## src/rtl/hpu_soft_reset_pkg.sv

```systemverilog
// Shared types and constants for the HPU soft-reset request controller.
// Status bit positions are shared with the register map.
package hpu_soft_reset_pkg;

    typedef enum logic [1:0] {
        IDLE,
        REQ,
        GUARD
    } state_t;

    localparam int ST_DONE = 0;
    localparam int ST_TMO  = 1;
    localparam int ST_SPUR = 2;
    localparam int ST_W    = 3;

    // Timer width covering the larger of the two reload values
    function automatic int tmr_w(input int a, input int b);
        return $clog2(a > b ? a : b);
    endfunction

endpackage

```

## src/rtl/hpu_soft_reset_req.sv

```systemverilog
// Upstream soft-reset handshake controller: request -> hpu_reset level,
// completion timeout, guard gap, sticky status and completed-reset counter.
module hpu_soft_reset_req
    import hpu_soft_reset_pkg::*;
#(
    parameter int TIMEOUT_CYCLES = 65536,
    parameter int GUARD_CYCLES   = 8,
    parameter int CNT_W          = 16
) (
    input  logic             cfg_clk,
    input  logic             cfg_a_rst_n,
    input  logic             req_vld,
    output logic             req_rdy,
    input  logic             clr_status,
    output logic             hpu_reset,
    input  logic             hpu_reset_done,
    output logic             busy,
    output logic             done_sticky,
    output logic             timeout_err,
    output logic             spurious_err,
    output logic             irq,
    output logic [CNT_W-1:0] reset_cnt
);

    localparam int TMR_W = tmr_w(TIMEOUT_CYCLES, GUARD_CYCLES);
    localparam logic [TMR_W-1:0] TMO_LD = TMR_W'(TIMEOUT_CYCLES - 1);
    localparam logic [TMR_W-1:0] GRD_LD = TMR_W'(GUARD_CYCLES - 1);

    state_t            state_q;
    state_t            state_d;
    logic [TMR_W-1:0]  tmr_q;
    logic [TMR_W-1:0]  tmr_d;
    logic [ST_W-1:0]   status_q;
    logic [ST_W-1:0]   st_set;
    logic [CNT_W-1:0]  cnt_q;
    logic              cnt_inc;
    logic              irq_d;
    logic              irq_q;
    logic              hpu_reset_q;

    always_comb begin
        state_d = state_q;
        tmr_d   = tmr_q;
        st_set  = '0;
        cnt_inc = 1'b0;
        irq_d   = 1'b0;
        req_rdy = 1'b0;
        unique case (state_q)
            IDLE: begin
                req_rdy = 1'b1;
                if (req_vld) begin
                    state_d = REQ;
                    tmr_d   = TMO_LD;
                end
            end
            REQ: begin
                // A done pulse on the expiry cycle still counts as completion
                if (hpu_reset_done) begin
                    state_d         = GUARD;
                    tmr_d           = GRD_LD;
                    st_set[ST_DONE] = 1'b1;
                    cnt_inc         = 1'b1;
                    irq_d           = 1'b1;
                end else if (tmr_q == '0) begin
                    state_d        = GUARD;
                    tmr_d          = GRD_LD;
                    st_set[ST_TMO] = 1'b1;
                    irq_d          = 1'b1;
                end else begin
                    tmr_d = tmr_q - 1'b1;
                end
            end
            GUARD: begin
                if (tmr_q == '0) begin
                    state_d = IDLE;
                end else begin
                    tmr_d = tmr_q - 1'b1;
                end
            end
            default: begin
                state_d = IDLE;
                tmr_d   = '0;
            end
        endcase
        if (hpu_reset_done && state_q != REQ) begin
            st_set[ST_SPUR] = 1'b1;
        end
    end

    always_ff @(posedge cfg_clk or negedge cfg_a_rst_n) begin
        if (!cfg_a_rst_n) begin
            state_q     <= IDLE;
            tmr_q       <= '0;
            status_q    <= '0;
            cnt_q       <= '0;
            irq_q       <= 1'b0;
            hpu_reset_q <= 1'b0;
        end else begin
            state_q     <= state_d;
            tmr_q       <= tmr_d;
            irq_q       <= irq_d;
            hpu_reset_q <= (state_d == REQ);
            status_q    <= st_set | (status_q & ~{ST_W{clr_status}});
            if (cnt_inc && cnt_q != '1) begin
                cnt_q <= cnt_q + 1'b1;
            end
        end
    end

    assign hpu_reset    = hpu_reset_q;
    assign busy         = (state_q != IDLE);
    assign done_sticky  = status_q[ST_DONE];
    assign timeout_err  = status_q[ST_TMO];
    assign spurious_err = status_q[ST_SPUR];
    assign irq          = irq_q;
    assign reset_cnt    = cnt_q;

endmodule
```

## config.mk

```make
export PLATFORM = sky130hd
export DESIGN_NAME = hpu_soft_reset_req
export DESIGN_NICKNAME = d
export VERILOG_FILES = /design/src/rtl/hpu_soft_reset_pkg.sv /design/src/rtl/hpu_soft_reset_req.sv
export SDC_FILE = /design/constraint.sdc
export NUM_CORES = 1
export LEC_CHECK = 0
export ABC_AREA = 1
export BUFFER_PORTS_ARGS = -buffer_cell sky130_fd_sc_hd__clkbuf_2
export CAP_MARGIN = 15
export CORE_ASPECT_RATIO = 1.75
export CORE_UTILIZATION = 35
export DETAILED_ROUTE_END_ITERATION = 8
export PLACE_DENSITY = 0.62
export SYNTH_ARGS = -nofsm -noshare
export SYNTH_HDL_FRONTEND = slang
export SYNTH_SLANG_ARGS = --single-unit
```

## constraint.sdc

```tcl
create_clock -name cfg_clk -period 2.79 [get_ports cfg_clk]
set_input_delay 0.1395 -clock cfg_clk [delete_from_list [all_inputs] [get_ports cfg_clk]]
set_output_delay 0.1395 -clock cfg_clk [all_outputs]
set_load 0.05 [all_outputs]
```

=== Word level (Yosys, flattened, before mapping) ===
Cells that the tools add are included.

* Bitwise logic cells: 3
* Equal/unequal tests: 7
* Reduce and logical (&&, ||, !) cells: 6
* Muxes and demuxes: 19
* $add $sub $neg: 2

{| class="wikitable"
|+ Operator list
! kind !! count
|-
| $mux 16 || 4
|-
| $pmux 16 s3 || 1
|-
| $add 16x1->16 const B || 1
|-
| $logic_not 16->1 || 1
|-
| $ne 16x16->1 const B || 1
|-
| $sub 16x1->16 const B || 1
|-
| $mux 2 || 5
|-
| $mux 1 || 8
|-
| $pmux 2 s3 || 1
|-
| $eq 2x1->1 const B || 2
|-
| $ne 2x2->1 const B || 2
|-
| $and 3x3->3 || 1
|-
| $not 3->3 || 1
|-
| $or 3x3->3 || 1
|-
| $eq 2x2->1 const B || 1
|-
| $logic_and 1x1->1 || 2
|-
| $logic_not 2->1 || 1
|-
| $ne 2x1->1 const B || 1
|-
| $reduce_and 2->1 || 1
|-
| $reduce_bool 2->1 || 1
|}

* Input port bits: 5
* Output and inout bits: 23
* Word-level logic and storage cells: 43
* Bits in registers: 39

=== Longest topological paths before layout ===
Gate-level depths: netlist of the first run.

* Depth in word-level cells: 5
* Depth in mapped cells: 12
* Mapped depth without buffers: 11

=== Worst setup path before layout of the first run ===
No wires, ideal clock.

* Kind: reg2reg
* From: reg state_q[1]
* To: reg hpu_reset_q (netlist: hpu_reset)
* Period minus slack after synthesis: 2.395 ns
* Library setup time: 0.092 ns
* Stages on the path, launching flop included: 5
* Required time: 2.698 ns
* Setup slack: 0.395 ns
* Path buffers: 1
* Data arrival time: 2.303 ns
* Path through: dfrtp_1 nor2_1 clkinv_1 clkbuf_1 o21ai_0

* Longest elaborated chain between the ends: 4
* Elaborated cells on any way between the ends: 9
* Those cells by class: eq/ne: 3; mux: 5; reduce/logical: 1

{| class="wikitable"
|+ Ends and longest elaborated chain
! item !! line !! source
|-
| start, declared || hpu_soft_reset_req.sv:29 || <nowiki>state_t state_q;</nowiki>
|-
| start signal, assigned || hpu_soft_reset_req.sv:99 || <nowiki>state_q <= state_d;</nowiki>
|-
| $mux 2 || hpu_soft_reset_req.sv:64 || <nowiki>end else if (tmr_q == '0) begin</nowiki>
|-
| $mux 2 || hpu_soft_reset_req.sv:58 || <nowiki>if (hpu_reset_done) begin</nowiki>
|-
| $pmux 2 s3 (*) || hpu_soft_reset_req.sv:48 || <nowiki>unique case (state_q)</nowiki>
|-
| $eq 2x1->1 (*) || hpu_soft_reset_req.sv:102 || <nowiki>hpu_reset_q <= (state_d == REQ);</nowiki>
|-
| end signal, assigned || hpu_soft_reset_req.sv:102 ||
|-
| end, declared || hpu_soft_reset_req.sv:39 || <nowiki>logic hpu_reset_q;</nowiki>
|}

Mark *: on every way between the ends. The rest lies on a longest branch, timed or not.
A chain may end at the register's enable or synchronous reset.

=== Worst setup path after layout of the first run ===
* From: reg state_q[1]
* To: out busy

* Longest elaborated chain between the ends: 1

{| class="wikitable"
|+ Ends and longest elaborated chain
! item !! line !! source
|-
| $reduce_bool 2->1 || hpu_soft_reset_req.sv:111 || <nowiki>assign busy = (state_q != IDLE);</nowiki>
|-
| end, declared || hpu_soft_reset_req.sv:17 || <nowiki>output logic busy,</nowiki>
|}

No other way between the ends.

==> out/results.ini, run 1 <==
[status]
status=finished, final reports clean

[power_and_ir_drop]
p_leak_nw=1.37
powerDensity_nw_per_um2=1110
ir_worst_vdd_v=0.000594

[yosys]
synth_nets=325
avgSynthCellArea_sq_um=7.42
syn_area_sq_um=2360
synth_area_leaders=dfrtp_1 41%, nand2_1 20%, inv_1 4.5%
syn_inst=318
synth_top_area_share_pct=41.4
synth_warnings=0
yosysSeqAreaShare_pct=41.4
yosysUniqueCellTypes=38
synth_edf_count=0
ys_seq_elements=39
async_flop_share_pct=100
ys.flop_type=dfrtp_1
synth_largest_area_cell=dfrtp_1

[cts]
hold_buffers=0
cts_resized=0
path_clk_slew_ns=0.06
cts_setup_buffers=0
cts.sinks=39
cts-root-buf=clkbuf_16
cts_buffers=5
cts_max_level=2
clk_path_buf_depth=2
cts_tree=done
worstSkewPairLatency_ns=0.28

[setup_path]
arrival_ns=1.83
required_ns=2.65
worstSetupPathType=flip-flop to output port
worstPathMaxFanout=19
startpoint_type=flip-flop
cp-end-kind=output port

[placement]
io_buffers=27
dp_hpwl_microns=3730
placed_area_sq_um=2550
gp_congestion=0.815

[sta]
clock_skew_ns=0.00760
finalSetupTns_ns=0
fin_crit_sh_pct=70.6
hold_violations=0
drv_slew=0
worst-slew-pin-transition_ns=1.00
fmax_ghz=0.508
fin_crit_ns=1.97
finalSetupViolCount=0
timing.hold.ws_ns=0.0219
max-slew-margin-rel_pct=33.1
rsz0062_at_grt=false

[global_routing]
grt_pass1_vias=1999
antenna_found_initial=0
grt.total_usage_pct=15.5
grt_pass1_wl_microns=8670
grt_max_degree=40
grt_remaining_overflow=0

[routing]
drc=0
routed_wl_microns=5020
routedWlPerCell_microns=11.7
antenna_left=0
vias=2092
firstDrtPassIters=5
vias_per_cell=4.88
drt-initial-drc-count=88

[final_layout]
layout_commonest_cell=nand2_1
seqCellArea_sq_um=976
design_area_sq_um=2720
antennaDiodeCount=0
drive_gt1_share_pct=17.3
most-common-layout-cells=128 x nand2_1, 39 x dfrtp_1, 28 x inv_1
multiInputGateArea_sq_um=1220
syn2layout_area_growth_pct=15.2
nNetsFinal=353
num-fill-cells=666

[floorplan]
initial_utilization_pct=36.1
chipWidth_microns=64.1
row_count=39
num_io_pins=28
die_area_sq_um=7090
core_area_sq_um=6540
die_h_microns=111

[flow_run]
max_cap_viol_count=0

[min_path]
min_path_type=input port to asynchronous set/reset pin

worst paths after layout:
check / start / endpoint / slack, ns / cells past startpoint
min in group cfg_clk: clr_status / status_q[1] / 0.09 / 2
min reg2reg: tmr_q[0] / tmr_q[0] / 0.52 / 2
max: state_q[1] / busy / 0.82 / 3
max in group asynchronous: cfg_a_rst_n / status_q[0] / 2.15 / 1
min: cfg_a_rst_n / reset_cnt[8] / 0.02 / 1
max reg2reg: tmr_q[0] / tmr_q[3] / 0.89 / 9
worst max-delay path: stages, from the launching register on:
cell,delay [ns]
dfrtp_1,0.45
nor2_1,0.20
clkinv_1,0.50
clkbuf_2,0.40
Yosys cell counts (2+ instances only):
| master | instances |
|---|---|
| nor2_1 | 27 |
| nor3_1 | 4 |
| nand3_2 | 2 |
| ha_1 | 2 |
| nand2_1 | 128 |
| nand4_1 | 5 |
| dfrtp_1 | 39 |
| nand2_2 | 3 |
| o21ai_2 | 3 |
| nand2_4 | 2 |
| xor2_1 | 10 |
| inv_1 | 28 |
| nand3_1 | 21 |
| nor2_2 | 5 |
| buf_4 | 2 |
| o21ai_0 | 10 |
| xnor2_1 | 6 |
registers in the layout (all words and copies together), names as in the netlist:
name and cells:
irq 1, tmr_q 16, status_q 3, hpu_reset 1, state_q 2, reset_cnt 16
through the flow:
step                setup WS [ns]  std cells  util [%]  power (mW)
floorplan                   0.395        318         -        2.12
global placement            0.959        421      39.0        2.38
detailed placement          0.878        421      39.0        2.40
CTS                         0.805        429      41.6        3.07
global route                0.690        429      41.6        3.28
finish                      0.821        429      41.6        3.03
area by class of cell:
cell class	count	area share (%)
Sequential cell	39	35.9
Tap cell	82	3.78
Timing Repair Buffer	27	4.97
Clock inverter	3	1.61
Inverter	31	4.37
Multi-Input combinational cell	242	44.8
Clock buffer	5	4.60
layer usage:
layer | vias up | global-route usage [%] | routed length (microns)
met4 | 0 | 6.67 | 118
met5 | - | 0 | 0
met3 | 12 | 2.69 | 133
li1 | 1050 | - | -
met1 | 993 | 16.7 | 2030
met2 | 37 | 28.6 | 2740
logic make-up after synthesis:
group	count (synthesis)	synth area share, %
simple gates	204	38.7
flops	39	41.4
buf+inv	37	7.10
compound gates	20	5.83
xor+xnor	16	5.94
fa+ha+maj	2	1.06
where the power goes:
group | internal (mW) | leakage, nW | switching [mW]
logic | 0.397 | 0.798 | 0.992
registers | 0.776 | 0.493 | 0.218
clock network | 0.421 | 0.0838 | 0.223
total | 1.59 | 1.37 | 1.43
Note: power is estimated with default switching activity, not from simulation.
==> inputs of run 2 (changes only) <==
- PLACE_DENSITY: 0.62 -> 0.63
- clock period: 2.79 -> 1.8 ns (I/O delays scaled with it)
==> run 2 against run 1 <==
Against the previous run: clock skew grew 0.00069 ns; non-clock buffer count grew 16; die area is the same; first-iteration DRC count grew 73%; flip-flop and latch count is the same.
==> out/results.ini, run 2 (same netlist as run 1, synthesis figures left out) <==
[setup_path]
cp-end-kind=flip-flop  ; was output port
worstSetupPathType=flip-flop to flip-flop  ; was flip-flop to output port
crit_chain=nor2_1 > nand2_1 > nor2_2 > nand2_2 > o21ai_4 > buf_12 > inv_2 > nand2_1 > o21ai_0  ; was nor2_1 > clkinv_1 > clkbuf_2
slowest_delay_ns=0.42  ; was 0.50 ns
required_ns=1.96  ; was 2.65 ns
arrival_ns=1.83  ; about the same
crit_path_top_delay_cell=dfrtp_1  ; was clkinv_1
startpoint_type=flip-flop  ; unchanged
crit_path_end=tmr_q[5]  ; was busy
rr_endpoint=tmr_q[5]  ; was tmr_q[3]
worstSetupStartpoint=tmr_q[7]  ; was state_q[1]
r2r_cells=9  ; unchanged
timing.rr.start=tmr_q[7]  ; was tmr_q[0]
cp_common_cell=nand2_1
worstPathMaxFanout=10  ; was 19
reg2reg_slack_ns=0.13  ; was 0.89 ns

[sta]
fin_crit_sh_pct=93.0
fmax_ghz=0.597
finalSetupViolCount=0  ; unchanged
clock_skew_ns=0.00829  ; was 0.00760 ns
worst-slew-pin-transition_ns=0.451  ; was 1.00 ns
fin_crit_ns=1.67
drv_slew=0  ; unchanged
hold_violations=0  ; unchanged
fin_ws_ns=0.126  ; was 0.821 ns
max-slew-margin-rel_pct=69.9  ; was 33.1%

[cts]
cts.sinks=39  ; unchanged
cts_max_level=2  ; unchanged
clk_path_buf_depth=2  ; unchanged
worstSkewPairLatency_ns=0.28  ; about the same
path_clk_slew_ns=0.06  ; about the same
cts_tree=done  ; unchanged
cts_buffers=5  ; unchanged
cts-root-buf=clkbuf_16  ; unchanged

[status]
status=finished, final reports clean  ; unchanged

[flow_run]
max_cap_viol_count=0  ; unchanged

[global_routing]
grt_pass1_wl_microns=9500  ; was 8670 microns
grtUsageMet2_pct=31.3  ; was 28.6%
busiest_layer=met2  ; unchanged
antenna_found_initial=0  ; unchanged
grt_remaining_overflow=0  ; unchanged
grt_max_degree=20  ; was 40
globalRouteMet1Util_pct=18.7  ; was 16.7%
met3_usage_pct=2.27  ; was 2.69%
grt.total_usage_pct=17.0  ; was 15.5%
grt_pass1_vias=2097  ; was 1,999

[min_path]
min_path_type=input port to flip-flop  ; was input port to asynchronous set/reset pin

[routing]
firstDrtPassIters=4  ; was 5
routed_wl_microns=5490  ; was 5020 microns
drt-initial-drc-count=152  ; was 88
drc=0  ; unchanged
routedWlPerCell_microns=12.3  ; was 11.7 microns
vias_per_cell=4.81  ; was 4.88
antenna_left=0  ; unchanged
vias=2141  ; was 2,092

[final_layout]
design_area_sq_um=2920  ; was 2720 sq um
layout_commonest_cell=nand2_1  ; unchanged
syn2layout_area_growth_pct=23.6  ; was 15.2%
most-common-layout-cells=127 x nand2_1, 31 x dfrtp_1, 27 x inv_1, 27 x clkbuf_2, 25 x nor2_1  ; was 128 x nand2_1, 39 x dfrtp_1, 28 x inv_1
multiInputGateArea_sq_um=1270  ; was 1220 sq um
seqCellArea_sq_um=986  ; was 976 sq um
nNetsFinal=369  ; was 353
antennaDiodeCount=0  ; unchanged
drive_gt1_share_pct=24.5  ; was 17.3%
num-fill-cells=682  ; was 666

[placement]
placed_area_sq_um=2670  ; was 2550 sq um
dp_hpwl_microns=4100  ; was 3730 microns
dp_slack_ns=0.0248  ; was 0.878 ns
io_buffers=27  ; unchanged
gp_congestion=0.838  ; was 0.815

[floorplan]
initial_utilization_pct=36.1  ; unchanged
num_io_pins=28  ; unchanged
die_area_sq_um=7090  ; unchanged
die_h_microns=111  ; unchanged
chipWidth_microns=64.1  ; unchanged
core_area_sq_um=6540  ; unchanged
row_count=39  ; unchanged

[power_and_ir_drop]
powerDensity_nw_per_um2=1720  ; was 1110 nW/um^2
ir_worst_vdd_v=0.000804  ; was 0.000594 V
p_leak_nw=1.45  ; was 1.37 nW

==> run 2: cell types whose count changed in the layout (fill, tap and decap cells not counted), sizes merged <==
cell and delta:
buf +15, dlygate4sd3 +1
==> run 2: timing repair <==
action,4_1_cts,5_1_grt
endpoints found under the hold margin,15,0
endpoints found under the setup margin,0,21
resized for setup,0,9
hold buffers,1,0
setup buffers,0,4
==> run 2: worst min-delay path by stage <==
stage                     start      endpoint  slack [ns]  cells past startpoint
floorplan           cfg_a_rst_n     hpu_reset       -0.21                      0
detailed placement  cfg_a_rst_n  reset_cnt[3]        0.06                      1
CTS                  clr_status   status_q[1]        0.02                      2
global placement    cfg_a_rst_n  reset_cnt[3]        0.06                      1
finish               clr_status   status_q[1]        0.03                      2
global route         clr_status   status_q[1]        0.03                      2
==> run 2: layer usage <==
metal  vias to the layer above  share of wire (%)
li1                       1084                  -
met1                      1010                 40
met2                        37                 55
met3                        10                2.2
met4                         0                2.4
met5                         -                  0
==> run 2: worst max-delay path, delay by kind of cell (launching register included) <==
kind | cells | cell delay (ns)
compound gates | 2 | 0.23
buf+inv | 2 | 0.22
flops | 1 | 0.42
simple gates | 5 | 0.68
==> run 2: where the power goes <==
part | total, mW | switching, mW | internal (mW)
combinational | 2.44 | 1.64 | 0.793
sequential | 1.56 | 0.347 | 1.21
clock | 1.01 | 0.357 | 0.654
==> run 2: stage by stage <==
stage / hold slack (ns) / power, mW / setup TNS, ns / cells / utilization (%)
2_1_floorplan: -0.206 / 3.33 / 0 / 318 / -
3_3_place_gp: 0.0562 / 3.86 / 0 / 432 / 40.9
3_5_place_dp: 0.0586 / 3.92 / 0 / 432 / 40.9
4_1_cts: 0.0232 / 4.96 / 0 / 441 / 43.6
5_1_grt: 0.0265 / 5.42 / -0.0000167 / 445 / 44.6
6_report: 0.0267 / 5.01 / 0 / 445 / 44.6
==> run 2: cell type report <==
class | instances | share of cell area (%)
multi-input cells | 242 | 43.5
clock buffers | 5 | 4.29
inverters | 31 | 4.08
flip-flops and latches | 39 | 33.8
repair buffers | 43 | 9.27
well taps | 82 | 3.52
clock inverters | 3 | 1.50
==> inputs of run 3 (changes only) <==
--- a/config.mk
+++ b/config.mk
@@ -6,11 +6,12 @@
 export NUM_CORES = 1
 export LEC_CHECK = 0
-export ABC_AREA = 1
 export BUFFER_PORTS_ARGS = -buffer_cell sky130_fd_sc_hd__clkbuf_2
 export CAP_MARGIN = 15
+export CELL_PAD_IN_SITES_DETAIL_PLACEMENT = 0
+export CELL_PAD_IN_SITES_GLOBAL_PLACEMENT = 1
 export CORE_ASPECT_RATIO = 1.75
 export CORE_UTILIZATION = 35
 export DETAILED_ROUTE_END_ITERATION = 8
-export PLACE_DENSITY = 0.63
+export PLACE_DENSITY = 0.76
 export SYNTH_ARGS = -nofsm -noshare
 export SYNTH_HDL_FRONTEND = slang
==> constraint.sdc (replaced) <==
create_clock -name cfg_clk -period 1.8 [get_ports cfg_clk]
set_input_delay 0.09 -clock cfg_clk [delete_from_list [all_inputs] [get_ports cfg_clk]]
set_output_delay 0.09 -clock cfg_clk [all_outputs]
set_load 0.005 [all_outputs]
==> run 3 against run 2 <==
Against the previous run: the flow now finishes with violations (negative setup slack); hold slack better by 0.072 ns; core utilization is 5.7 points higher; register-to-register slack worse by 0.44 ns; die area is 9.7% lower; maximum frequency is 21% lower; flip-flop and latch count stayed put; total power is 16% lower; first-iteration DRC count is 53% lower; synthesized cell count is 31% lower; setup slack worse by 0.44 ns; largest cell class unchanged.
==> out/results.ini, run 3 <==
[cts]
cts-root-buf=clkbuf_8  ; was clkbuf_16
cts_buffers=5  ; unchanged
cts_max_level=2  ; unchanged
cts_tree=done  ; unchanged
path_clk_slew_ns=0.09  ; was 0.06 ns
worstSkewPairLatency_ns=0.30  ; was 0.28 ns
cts.sinks=39  ; unchanged
clk_path_buf_depth=2  ; unchanged

[global_routing]
grt_remaining_overflow=0  ; unchanged
grt_pass1_wl_microns=9350  ; was 9500 microns
grt_max_degree=40  ; was 20
grt.total_usage_pct=19.6  ; was 17.0%
grt_pass1_vias=2041  ; was 2,097
antenna_found_initial=0  ; unchanged

[final_layout]
syn2layout_area_growth_pct=39.3  ; was 23.6%
drive_gt1_share_pct=38.7  ; was 24.5%
antennaDiodeCount=0  ; unchanged
layout_commonest_cell=buf_4  ; was nand2_1
post-route-util_pct=50.4  ; was 44.6%
most-common-layout-cells=48 x buf_4, 39 x dfrtp_1, 27 x clkbuf_2  ; was 127 x nand2_1, 31 x dfrtp_1, 27 x inv_1, 27 x clkbuf_2, 25 x nor2_1
nNetsFinal=308  ; was 369

[yosys]
synth_area_leaders=dfrtp_1 46%, xnor2_1 4.1%, nand2_1 3.9%  ; was dfrtp_1 41%, nand2_1 20%, inv_1 4.5%
async_flop_share_pct=100  ; unchanged
synth.most_common_cell=dfrtp_1  ; was nand2_1
synth_nets=227  ; was 325
synth_warnings=0  ; unchanged
ys_seq_elements=39  ; unchanged
synth_top_family_by_area=simple AND/OR/NAND/NOR gates  ; unchanged
synth_xor_area_share_pct=6.59  ; was 5.94%
avgSynthCellArea_sq_um=9.66  ; was 7.42 sq um
synth_compound_area_share_pct=16.5  ; was 5.83%
synth_largest_area_cell=dfrtp_1  ; unchanged
synth_simple_gate_area_share_pct=25.2  ; was 38.7%
yosysUniqueCellTypes=50  ; was 38
syn_area_sq_um=2130  ; was 2360 sq um
ys.flop_type=dfrtp_1  ; unchanged
yosysSeqAreaShare_pct=45.9  ; was 41.4%
synthMuxAreaShare_pct=1.24  ; was 0%
synthTopCellsByCount=39 x dfrtp_1, 22 x nand2_1, 17 x nor2_1  ; was 128 x nand2_1, 39 x dfrtp_1, 28 x inv_1
synth_edf_count=0  ; unchanged
yosys.area_share.adder_pct=1.18  ; was 1.06%
synth_top_area_share_pct=45.9  ; was 41.4%
syn_inst=220  ; was 318

[routing]
firstDrtPassIters=4  ; unchanged
routed_wl_microns=5590  ; was 5490 microns
drc=0  ; unchanged
vias=2007  ; was 2,141
antenna_left=0  ; unchanged
drt-initial-drc-count=72  ; was 152
vias_per_cell=5.28  ; was 4.81
routedWlPerCell_microns=14.7  ; was 12.3 microns

[setup_path]
worstSetupPathType=flip-flop to flip-flop  ; unchanged
crit_path_top_delay_cell=or4_4  ; was dfrtp_1
crit_path_end=tmr_q[10]  ; was tmr_q[5]
worstPathMaxFanout=3  ; was 10
reg2reg_slack_ns=-0.32  ; was 0.13 ns
startpoint_type=flip-flop  ; unchanged
cp_num_cells=6  ; was 9
rr_endpoint=tmr_q[10]  ; was tmr_q[5]
slowest_delay_ns=0.57  ; was 0.42 ns
arrival_ns=2.30  ; was 1.83 ns
worstSetupStartpoint=tmr_q[12]  ; was tmr_q[7]
crit_chain=or4_4 > buf_4 > or3_4 > a21oi_4 > o21ai_1 > a221o_1  ; was nor2_1 > nand2_1 > nor2_2 > nand2_2 > o21ai_4 > buf_12 > inv_2 > nand2_1 > o21ai_0
timing.rr.start=tmr_q[12]  ; was tmr_q[7]
crit_buf_inv=1  ; was 2
r2r_cells=6  ; was 9
cp-end-kind=flip-flop  ; unchanged
path_delay_family=simple AND/OR/NAND/NOR gates  ; unchanged
required_ns=1.98  ; was 1.96 ns

[floorplan]
num_io_pins=28  ; unchanged
core_area_sq_um=5880  ; was 6540 sq um
chipWidth_microns=60.9  ; was 64.1 microns
initial_utilization_pct=36.2  ; was 36.1%
die_h_microns=105  ; was 111 microns
row_count=37  ; was 39
die_area_sq_um=6400  ; was 7090 sq um

[placement]
dp_slack_ns=-0.312  ; was 0.0248 ns
dp_hpwl_microns=4280  ; was 4100 microns
gp_congestion=0.828  ; was 0.838
io_buffers=27  ; unchanged

[sta]
fin_crit_ns=2.12  ; was 1.67 ns
clock_skew_ns=0.0115  ; was 0.00829 ns
fmax_ghz=0.472  ; was 0.597 GHz
hold_violations=0  ; unchanged
max-slew-margin-rel_pct=66.0  ; was 69.9%
worst-slew-pin-transition_ns=0.510  ; was 0.451 ns
finalSetupViolCount=18  ; was 0
rsz0062_at_grt=true
drv_slew=0  ; unchanged
fin_crit_sh_pct=118  ; was 93.0%
fin_ws_ns=-0.317  ; was 0.126 ns

[power_and_ir_drop]
p_leak_nw=1.39  ; was 1.45 nW
powerDensity_nw_per_um2=1420  ; was 1720 nW/um^2
fin_total_pwr_mw=4.20  ; was 5.01 mW
ir_worst_vdd_v=0.000788  ; was 0.000804 V

[status]
violations=negative setup slack
status=finished with violations  ; was finished, final reports clean

[min_path]
min_path_type=input port to flip-flop  ; unchanged
min_from=clr_status  ; unchanged

[flow_run]
max_cap_viol_count=0  ; unchanged

==> run 3: changes by cell type after synthesis, sizes merged, moves of 6 or more <==
cell	before	now
nand2	133	22
inv	30	7
nor2	34	18
a21oi	1	13
nand3	23	13
nor4	0	7
o21ai	15	8
o211ai	0	6
==> run 3: kinds of logic (layout without fill, tap and decap cells) <==
kind of cell / after synthesis / after routing
simple gates: 97 / 97
fa+ha+maj: 2 / 2
buf+inv: 14 / 96
mux: 2 / 2
flops: 39 / 39
xor+xnor: 16 / 16
compound gates: 50 / 50
==> run 3: cell type report <==
type	instances	area (sq um)
clock buffers	5	68.8
clock inverters	3	47.5
fillers	574	2920
inverters	7	26.3
multi-input cells	167	1180
flip-flops and latches	39	976
well taps	78	97.6
repair buffers	81	562
==> run 3: how the worst min path moves through the flow <==
stage | cells after the start | slack, ns | to
after CTS | 3 | 0.09 | status_q[0]
after global routing | 3 | 0.12 | hpu_reset
final | 3 | 0.1 | status_q[0]
after global placement | 2 | 0.18 | reset_cnt[10]
after floorplan | 0 | -0.21 | hpu_reset
after detailed placement | 2 | 0.19 | reset_cnt[10]
==> run 3: worst reg2reg max path: stages (launching register included) <==
cell and delay [ns]:
dfrtp_1 0.38, or4_4 0.57, buf_4 0.16, or3_4 0.36
a21oi_4 0.15, o21ai_1 0.09, a221o_1 0.29
==> run 3: where the power goes <==
| group | total (mW) | switching (mW) | internal (mW) | leakage (nW) |
|---|---|---|---|---|
| registers | 1.35 | 0.203 | 1.15 | 0.493 |
| clock network | 0.765 | 0.345 | 0.420 | 0.0587 |
| logic | 2.08 | 1.03 | 1.05 | 0.842 |
==> run 3: what timing repair did <==
action | CTS | global route
gates resized for setup | 10 | 11
hold buffers | 1 | 0
setup buffers | 3 | 2
pin swaps | 9 | 7
setup endpoints to repair | 21 | 21
hold endpoints to repair | 39 | 0
==> run 3: metrics by stage <==
stage,instances,hold slack (ns),TNS (ns),cell area [sq um]
finish,380,0.0984,-3.21,2960
CTS,378,0.0933,-3.67,2890
global placement,367,0.184,-3.54,2710
floorplan,220,-0.206,-3.28,2160
detailed placement,367,0.188,-4.46,2710
global route,380,0.118,-4.98,2960
==> run 3: per-layer routing <==
layer | share of wire (%) | vias to the layer above | global-route usage, % | routed length [microns]
met5 | 0 | - | 0 | 0
met4 | 4.5 | 0 | 11.0 | 251
met3 | 2.2 | 20 | 2.72 | 125
met2 | 55 | 44 | 34.9 | 3090
met1 | 38 | 967 | 20.6 | 2130
li1 | - | 976 | - | -
